`config.mk`:
```
export PLATFORM = sky130hd
export DESIGN_NAME = skinny_iter_core
export DESIGN_NICKNAME = d
export VERILOG_FILES = /design/src/rtl/skinny_iter_core.sv
export SDC_FILE = /design/constraint.sdc
export NUM_CORES = 2
export LEC_CHECK = 0
export CAP_MARGIN = 20
export CORE_AREA = 2 2 260 313
export DETAILED_ROUTE_END_ITERATION = 8
export DIE_AREA = 0 0 262 315
export PLACE_DENSITY = 0.79
export SETUP_SLACK_MARGIN = 0.02
export SYNTH_ARGS = -nofsm -noshare
export SYNTH_HDL_FRONTEND = slang
export SYNTH_SLANG_ARGS = --single-unit
```
`constraint.sdc`:
```
create_clock -name clk -period 5.2 [get_ports clk]
set_input_delay 1.04 -clock clk [delete_from_list [all_inputs] [get_ports clk]]
set_output_delay 1.04 -clock clk [all_outputs]
set_load 0.03 [all_outputs]
```
`src/rtl/skinny_iter_core.sv`:
```
// Iterative SKINNY-128-384 encryption core: NUMRND rounds per clock, self-generated
// round constants, valid/ready load and result handshakes.
module skinny_iter_core #(
  parameter int unsigned NUMRND  = 2,
  parameter int unsigned TOTRND  = 40,
  parameter int unsigned FULLCNT = 1
) (
  input  logic                      clk,
  input  logic                      rst_n,
  input  logic                      in_valid,
  output logic                      in_ready,
  input  logic [127:0]              pt,
  input  logic [64+64*FULLCNT-1:0]  cnt,
  input  logic [127:0]              tweak,
  input  logic [127:0]              key,
  output logic                      out_valid,
  input  logic                      out_ready,
  output logic [127:0]              ct,
  output logic                      busy
);

  localparam int unsigned CW = 64 + 64 * FULLCNT;
  localparam int unsigned RW = $clog2(TOTRND + 1);

  // Cell 0 sits in the most significant byte, matching the row-major port layout.
  typedef logic [0:15][7:0] cells_t;

  typedef enum logic [1:0] {
    IDLE,
    RUN,
    DONE
  } state_t;

  state_t        state_q, state_d;
  cells_t        st_q, tk1_q, tk2_q, tk3_q, ct_q;
  logic [5:0]    rc_q;
  logic [RW-1:0] rcnt_q;

  cells_t        st_n, tk1_n, tk2_n, tk3_n;
  logic [5:0]    rc_n;
  logic [127:0]  tk1_load;
  logic          load, step, last;

  function automatic logic [7:0] sbox(input logic [7:0] x);
    logic [7:0] y;
    y = x;
    for (int unsigned i = 0; i < 3; i++) begin
      y[4] = y[4] ^ ~(y[7] | y[6]);
      y[0] = y[0] ^ ~(y[3] | y[2]);
      y    = {y[2], y[1], y[7], y[6], y[4], y[0], y[3], y[5]};
    end
    y[4] = y[4] ^ ~(y[7] | y[6]);
    y[0] = y[0] ^ ~(y[3] | y[2]);
    return {y[7:3], y[1], y[2], y[0]};
  endfunction

  function automatic cells_t tk_perm(input cells_t t);
    return {t[9], t[15], t[8], t[13], t[10], t[14], t[12], t[11],
            t[0], t[1],  t[2], t[3],  t[4],  t[5],  t[6],  t[7]};
  endfunction

  function automatic cells_t tk2_lfsr(input cells_t t);
    cells_t o;
    o = t;
    for (int unsigned i = 0; i < 8; i++) o[i] = {t[i][6:0], t[i][7] ^ t[i][5]};
    return o;
  endfunction

  function automatic cells_t tk3_lfsr(input cells_t t);
    cells_t o;
    o = t;
    for (int unsigned i = 0; i < 8; i++) o[i] = {t[i][0] ^ t[i][6], t[i][7:1]};
    return o;
  endfunction

  function automatic cells_t skinny_round(input cells_t s, input cells_t rtk,
                                          input logic [5:0] rc);
    cells_t a, b, o;
    for (int unsigned i = 0; i < 16; i++) a[i] = sbox(s[i]);
    a[0] = a[0] ^ {4'h0, rc[3:0]};
    a[4] = a[4] ^ {6'h00, rc[5:4]};
    a[8] = a[8] ^ 8'h02;
    for (int unsigned i = 0; i < 8; i++) a[i] = a[i] ^ rtk[i];
    for (int unsigned r = 0; r < 4; r++) begin
      for (int unsigned c = 0; c < 4; c++) begin
        b[4*r + c] = a[4*r + ((c + 4 - r) % 4)];
      end
    end
    for (int unsigned c = 0; c < 4; c++) begin
      o[c + 4]  = b[c];
      o[c + 8]  = b[c + 4] ^ b[c + 8];
      o[c + 12] = b[c] ^ b[c + 8];
      o[c]      = b[c + 12] ^ o[c + 12];
    end
    return o;
  endfunction

  // A 64-bit counter occupies the upper half of TK1; the lower half stays zero.
  assign tk1_load = 128'(cnt) << (128 - CW);

  always_comb begin
    st_n  = st_q;
    tk1_n = tk1_q;
    tk2_n = tk2_q;
    tk3_n = tk3_q;
    rc_n  = rc_q;
    for (int unsigned i = 0; i < NUMRND; i++) begin
      rc_n  = {rc_n[4:0], rc_n[5] ^ rc_n[4] ^ 1'b1};
      st_n  = skinny_round(st_n, tk1_n ^ tk2_n ^ tk3_n, rc_n);
      tk1_n = tk_perm(tk1_n);
      tk2_n = tk2_lfsr(tk_perm(tk2_n));
      tk3_n = tk3_lfsr(tk_perm(tk3_n));
    end
  end

  assign last = (32'(rcnt_q) + NUMRND) == TOTRND;

  always_ff @(posedge clk or negedge rst_n) begin
    if (!rst_n) state_q <= IDLE;
    else        state_q <= state_d;
  end

  always_comb begin
    state_d = state_q;
    load    = 1'b0;
    step    = 1'b0;
    unique case (state_q)
      IDLE: begin
        if (in_valid) begin
          load    = 1'b1;
          state_d = RUN;
        end
      end
      RUN: begin
        step = 1'b1;
        if (last) state_d = DONE;
      end
      DONE: begin
        if (out_ready) begin
          if (in_valid) begin
            load    = 1'b1;
            state_d = RUN;
          end else begin
            state_d = IDLE;
          end
        end
      end
      default: state_d = IDLE;
    endcase
  end

  always_ff @(posedge clk or negedge rst_n) begin
    if (!rst_n) begin
      st_q   <= '0;
      tk1_q  <= '0;
      tk2_q  <= '0;
      tk3_q  <= '0;
      rc_q   <= '0;
      rcnt_q <= '0;
      ct_q   <= '0;
    end else if (load) begin
      st_q   <= pt;
      tk1_q  <= tk1_load;
      tk2_q  <= tweak;
      tk3_q  <= key;
      rc_q   <= '0;
      rcnt_q <= '0;
    end else if (step) begin
      st_q   <= st_n;
      tk1_q  <= tk1_n;
      tk2_q  <= tk2_n;
      tk3_q  <= tk3_n;
      rc_q   <= rc_n;
      rcnt_q <= rcnt_q + RW'(NUMRND);
      if (last) ct_q <= st_n;
    end
  end

  assign in_ready  = (state_q == IDLE) || ((state_q == DONE) && out_ready);
  assign out_valid = (state_q == DONE);
  assign busy      = (state_q == RUN);
  assign ct        = ct_q;

endmodule

```
## Word level (Yosys, flattened, before mapping)

Index checks and enable logic that the tools add are counted.

- Register bits: 654
- Latch bits: 0
- RAM bits: 0
- Bits in read-only memories: 0
- Bits of input ports: 516
- Output and inout bits: 131
- Memories kept: 0

- Add/subtract/negate cells: 2
- $mul: 0
- Divide/modulo/power cells: 0
- Order comparisons: 0
- Eq/ne operators: 6
- Shifts and indexed selects: 0
- Muxes and demuxes: 21
- Bitwise gates (word level): 855
- Reduce and logical (&&, ||, !) cells: 6

Operators by type and width:

| cell | count |
|---|---|
| $mux 128 | 8 |
| $xor 128x128->128 | 4 |
| $xor 8x8->8 | 40 |
| $xor 1x1->1 | 290 |
| $not 1->1 | 261 |
| $or 1x1->1 | 256 |
| $mux 6 | 4 |
| $xor 8x2->8 | 2 |
| $xor 8x4->8 | 2 |
| $add 6x2->7 const B | 1 |
| $eq 7x6->1 const B | 1 |
| $add 6x2->6 const B | 1 |
| $mux 2 | 3 |
| $pmux 2 s3 | 1 |
| $reduce_and 3->1 | 2 |
| $mux 1 | 4 |
| $ne 2x1->1 const B | 2 |
| $eq 2x1->1 const B | 1 |
| $eq 2x2->1 const B | 1 |
| $logic_not 2->1 | 1 |
| $ne 2x2->1 const B | 1 |
| $pmux 1 s2 | 1 |
| $reduce_bool 2->1 | 1 |
| $logic_and 1x1->1 | 1 |
| $logic_or 1x1->1 | 1 |

## Depth between registers and ports, before layout

- Depth in word-level cells: 34
- Depth in mapped cells: 16

## Least setup slack after synthesis

Ideal clock, no wire load.

- Path kind: register to register
- Start point: register st_q[34] (netlist bit)
- End point: register ct_q (netlist bit ct[16])
- Library setup time: 0.125 ns
- Arrival time: 4.000 ns
- Required time: 5.075 ns
- Path slack: 1.075 ns
- Cell stages (with the launch flop): 16
- Path buffers: 1
- Path through: dfrtp_1 -> buf_4 -> or3_4 -> nand4_2 -> xor2_4 -> nand2_4 -> mux2i_4 -> xnor2_1 -> xor2_1 -> xnor3_1 -> or2_2 -> xor2_1 -> or4_4 -> a21o_1 -> and2_4 -> mux2_4

- Word-level cells in the longest chain between the ends: 26

Ends and longest elaborated chain:

| what | line | text |
|---|---|---|
| start: declaration | 35 | `cells_t st_q, tk1_q, tk2_q, tk3_q, ct_q;` |
| start signal: assignment | 162 | `st_q <= pt;` |
| start signal: assignment | 169 | `st_q <= st_n;` |
| $or 1x1->1 | 49 | `y[0] = y[0] ^ ~(y[3] \| y[2]);` |
| $not 1->1 | 49 |  |
| $xor 1x1->1 | 49 |  |
| $or 1x1->1 | 49 |  |
| $not 1->1 | 49 |  |
| $xor 1x1->1 | 49 |  |
| $or 1x1->1 | 49 |  |
| $not 1->1 | 49 |  |
| [... 10 more ...] | -- |  |
| $or 1x1->1 | 49 |  |
| $not 1->1 | 49 |  |
| $xor 1x1->1 | 49 |  |
| $or 1x1->1 | 53 | `y[0] = y[0] ^ ~(y[3] \| y[2]);` |
| $not 1->1 | 53 |  |
| $xor 1x1->1 (*) | 53 |  |
| $xor 8x8->8 (*) | 83 | `for (int unsigned i = 0; i < 8; i++) a[i] = a[i] ^ rtk[i];` |
| $xor 8x8->8 (*) | 92 | `o[c + 12] = b[c] ^ b[c + 8];` |
| end signal: assignment | 175 | `if (last) ct_q <= st_n;` |
| end: declaration | 35 |  |

Mark *: on every way between the ends. The rest lies on a longest branch, timed or not.
A chain may end at the register's enable or synchronous reset.

## Worst setup path in the final report

- Start point: register st_q[39] (netlist bit)
- End point: register st_q[96] (netlist bit)

- Word-level cells in the longest chain between the ends: 27

Ends and longest elaborated chain:

| what | line | text |
|---|---|---|
| $or 1x1->1 | 48 | `y[4] = y[4] ^ ~(y[7] \| y[6]);` |
| $not 1->1 | 48 |  |
| $xor 1x1->1 | 48 |  |
| $or 1x1->1 | 49 |  |
| $not 1->1 | 49 |  |
| $xor 1x1->1 | 49 |  |
| $or 1x1->1 | 49 |  |
| $not 1->1 | 49 |  |
| [... 11 more ...] | -- |  |
| $xor 1x1->1 | 49 |  |
| $or 1x1->1 (*) | 53 |  |
| $not 1->1 (*) | 53 |  |
| $xor 1x1->1 (*) | 53 |  |
| $xor 8x8->8 (*) | 92 |  |
| $xor 8x8->8 (*) | 93 | `o[c] = b[c + 12] ^ o[c + 12];` |
| $mux 128 (*) | 168 | `end else if (step) begin` |
| $mux 128 (*) | 161 | `end else if (load) begin` |

Mark *: on every way between the ends. The rest lies on a longest branch, timed or not. The select of a mux whose other input is x is not followed.

==> metrics.md <==
| Metric | Value |
|---|---|
| Most frequent cells in the layout | `nand2_1, dfrtp_1, clkdlybuf4s50_1` |
| Post-Syn Instances | `4598` |
| Layout Nets | `5699` |
| Core area | `79900 µm²` |
| Die W | `262 µm` |
| Estimated wirelength of the detail-placed design | `139 mm` |
| Initial DRC count | `5224` |
| Initial Util | `49.4%` |
| Fin Setup TNS | `0 ps` |
| Total GRT Usage | `41.8%` |
| First-pass GRT wire length | `245 mm` |
| Slowest CP cell | `xnor2_1` |
| Fin crit period | `4990 ps` |
| Vias/cell | `5.98` |
| Post-synth EDFFs | `0` |
| Levels on crit path | `14` |
| Worst R2R End | `st_q[96]$_DFFE_PN0P_` |
| Antenna Nets Post-Route | `0` |
| Hold-fix buffers, CTS | `0` |
| Worst-path cell chain | `or3_1, and2_0, xnor2_1, xnor2_1, nor2_1, xnor2_1, nor2_1, a2111oi_4, o21bai_1, a41oi_1, a221oi_4, xor2_2, xnor2_1, o21ai_1` |
| Drt drc | `0` |
| Worst rel slew slack | `22.9%` |
| Buffers on Ports | `646` |
| Critical Path Source Type | `flip-flop` |
| Outcome | `complete, no violations` |
| Fillcell total | `6895` |
| Count of unique library cells instantiated by Yosys | `92` |
| WL/cell | `27.8 µm` |
| Crit path arrival time | `5500 ps` |
| Worst Skew | `30.0 ps` |
| YS warnings | `0` |
| Finish-stage setup viols | `0` |
| Sequential area share after synthesis | `41.4%` |
| Post-cts resize count | `0` |
| Post-CTS Setup Inserts | `0` |
| CTS tree | `built` |
| Clk slew on worst S/H paths | `60 ps` |
| Latest clock arrival within the worst-skew pair | `660 ps` |
| Ys flop type | `dfrtp_1` |
| CP startpoint | `st_q[39]$_DFFE_PN0P_` |
| Reg2reg path depth | `14` |
| Synthesized area | `39500 µm²` |
| WP data required | `5710 ps` |
| Min-Delay Path Class | `in -> async` |
| Peak Freq | `200 MHz` |
| Routed WL | `175 mm` |
| # H-tree levels | `3` |
| Synthesized Nets | `5115` |
| Root Buffer Master | `clkbuf_16` |
| Buffers and inverters on the worst path | `0` |
| Initial antenna violation count | `11` |
| RSZ-0062 raised after global routing | `no` |
| Routability cong. | `1.08` |
| Pin count of the biggest net entering global routing | `223` |
| Max-Cap Viols | `0` |
| Yosys reg bits | `653` |
| Commonest non-fill, non-tap cell in the layout | `nand2_1` |
| Full die area | `82500 µm²` |
| Max-slew violations | `0` |
| Vias in the first global route | `35152` |
| Crit-path leading delay family | `XOR/XNOR gates` |
| Syn Area/Cell | `8.59 µm²` |
| Most used cell along the critical path | `xnor2_1` |
| Worst setup path end | `st_q[96]$_DFFE_PN0P_` |
| Largest fanout on the critical path | `8` |
| Row count | `114` |
| Layout area overhead | `26.3%` |
| Asr flop ratio synth | `100%` |
| Worst slew pin tran | `1150 ps` |
| # IOs | `647` |
| Nature of the critical path endpoint | `flip-flop` |
| Clock sink count | `653` |
| Total gr overflow | `0` |
| Vias | `37595` |
| Layout cells sized above 1 | `6.47%` |
| Crit path kind | `reg -> reg` |
| CP max stage delay | `670 ps` |
| CTS Buf Count | `70` |
| DR pass1 iterations | `7` |
| Reg2reg setup slack | `210 ps` |
| Die height | `315 µm` |
| Final period util | `96.0%` |
| Worst-case clock buffer depth | `3` |
| Final hold vios | `0` |
| Reg2reg start | `st_q[39]$_DFFE_PN0P_` |
[kinds of logic after synthesis]
| kind of cell | share of synthesized area (%) |
|---|---|
| AO/OA/AOI/OAI | 14.6 |
| XOR/XNOR | 21.0 |
| adder cells (fa/ha/maj) | 0.0317 |
| buffers and inverters | 2.82 |
| flip-flops | 41.4 |
| multiplexers | 0.751 |
| AND/OR/NAND/NOR | 19.5 |
[cell type report]
class / count / area [µm²] / area share [%]
repair buffers: 784 / 7720 / 15.5
multi-input cells: 3653 / 22100 / 44.2
well taps: 1044 / 1310 / 2.62
diodes: 5 / 12.5 / 0.0251
inverters: 20 / 82.6 / 0.166
clock inverters: 26 / 275 / 0.552
clock buffers: 100 / 2090 / 4.18
flip-flops and latches: 653 / 16300 / 32.8
[synth_stat cells, types with 5 or more instances]
library cell | instances | area, µm²
inv_1 | 18 | 67.6
or3_1 | 41 | 257
nand2b_1 | 14 | 87.6
o211ai_1 | 20 | 150
and3_1 | 8 | 50.1
a21boi_0 | 6 | 45.0
a22oi_1 | 44 | 330
a21oi_1 | 116 | 581
nor2_1 | 558 | 2090
nand4_1 | 18 | 113
a21o_1 | 22 | 165
o22ai_1 | 17 | 106
nand2_1 | 1041 | 3910
nor3_1 | 22 | 110
a211o_1 | 5 | 43.8
xnor2_2 | 21 | 342
a31oi_1 | 329 | 2060
nand3b_1 | 18 | 135
mux2i_1 | 18 | 180
mux2_2 | 7 | 78.8
xor2_2 | 10 | 163
a211oi_1 | 16 | 120
clkbuf_1 | 247 | 927
o21a_1 | 25 | 188
o21ai_1 | 8 | 40.0
buf_2 | 7 | 35.0
buf_1 | 16 | 60.1
xor2_1 | 187 | 1640
nand3_1 | 42 | 210
xnor3_1 | 40 | 901
and2_1 | 33 | 206
dfrtp_1 | 653 | 16300
a221o_1 | 16 | 160
o21ai_0 | 274 | 1370
nor3b_1 | 7 | 52.6
xnor2_1 | 566 | 4960
nor2b_1 | 17 | 106
[metrics by stage]
step / hold WS [ps] / instances / cell area (µm²) / utilization [%] / worst slack, ps
after detailed placement: 463 / 6154 / 47500 / 59.5 / 210
after global routing: 484 / 6283 / 49900 / 62.4 / 62.9
after floorplan: 467 / 4598 / 39500 / - / 1080
final: 416 / 6285 / 49900 / 62.5 / 207
after CTS: 445 / 6280 / 49900 / 62.4 / 217
after global placement: 461 / 6154 / 47500 / 59.5 / 398
[sequential cells by signal, summed over array words and instances, names as in the netlist]
name and cells:
ct 128, st_q 128, tk1_n 128, tk2_n 112, tk3_n 112, tk2_q 16, tk3_q 16, rc_q 6
rcnt_q 5, state_q 2
[worst min path at each step]
stage	start	slack [ps]	end
2_1_floorplan	tk3_q[16]$_DFFE_PN0P_	470	tk3_q[16]$_DFFE_PN0P_
3_3_place_gp	ct[114]$_DFFE_PN0P_	460	ct[114]$_DFFE_PN0P_
3_5_place_dp	ct[103]$_DFFE_PN0P_	460	ct[103]$_DFFE_PN0P_
4_1_cts	rst_n	440	rcnt_q[2]$_DFFE_PN0P_
5_1_grt	rst_n	480	rcnt_q[2]$_DFFE_PN0P_
6_report	rst_n	420	rcnt_q[2]$_DFFE_PN0P_
[routing by layer]
metal / track usage (%) / wire [µm]
met5: 0 / 13
met4: 27.4 / 13500
met3: 7.18 / 16700
met2: 63.9 / 77900
met1: 54.7 / 66900
Power is left out: the tool's default activity adds up to more than one toggle a clock period on the data nets, which glitch-free logic cannot reach.
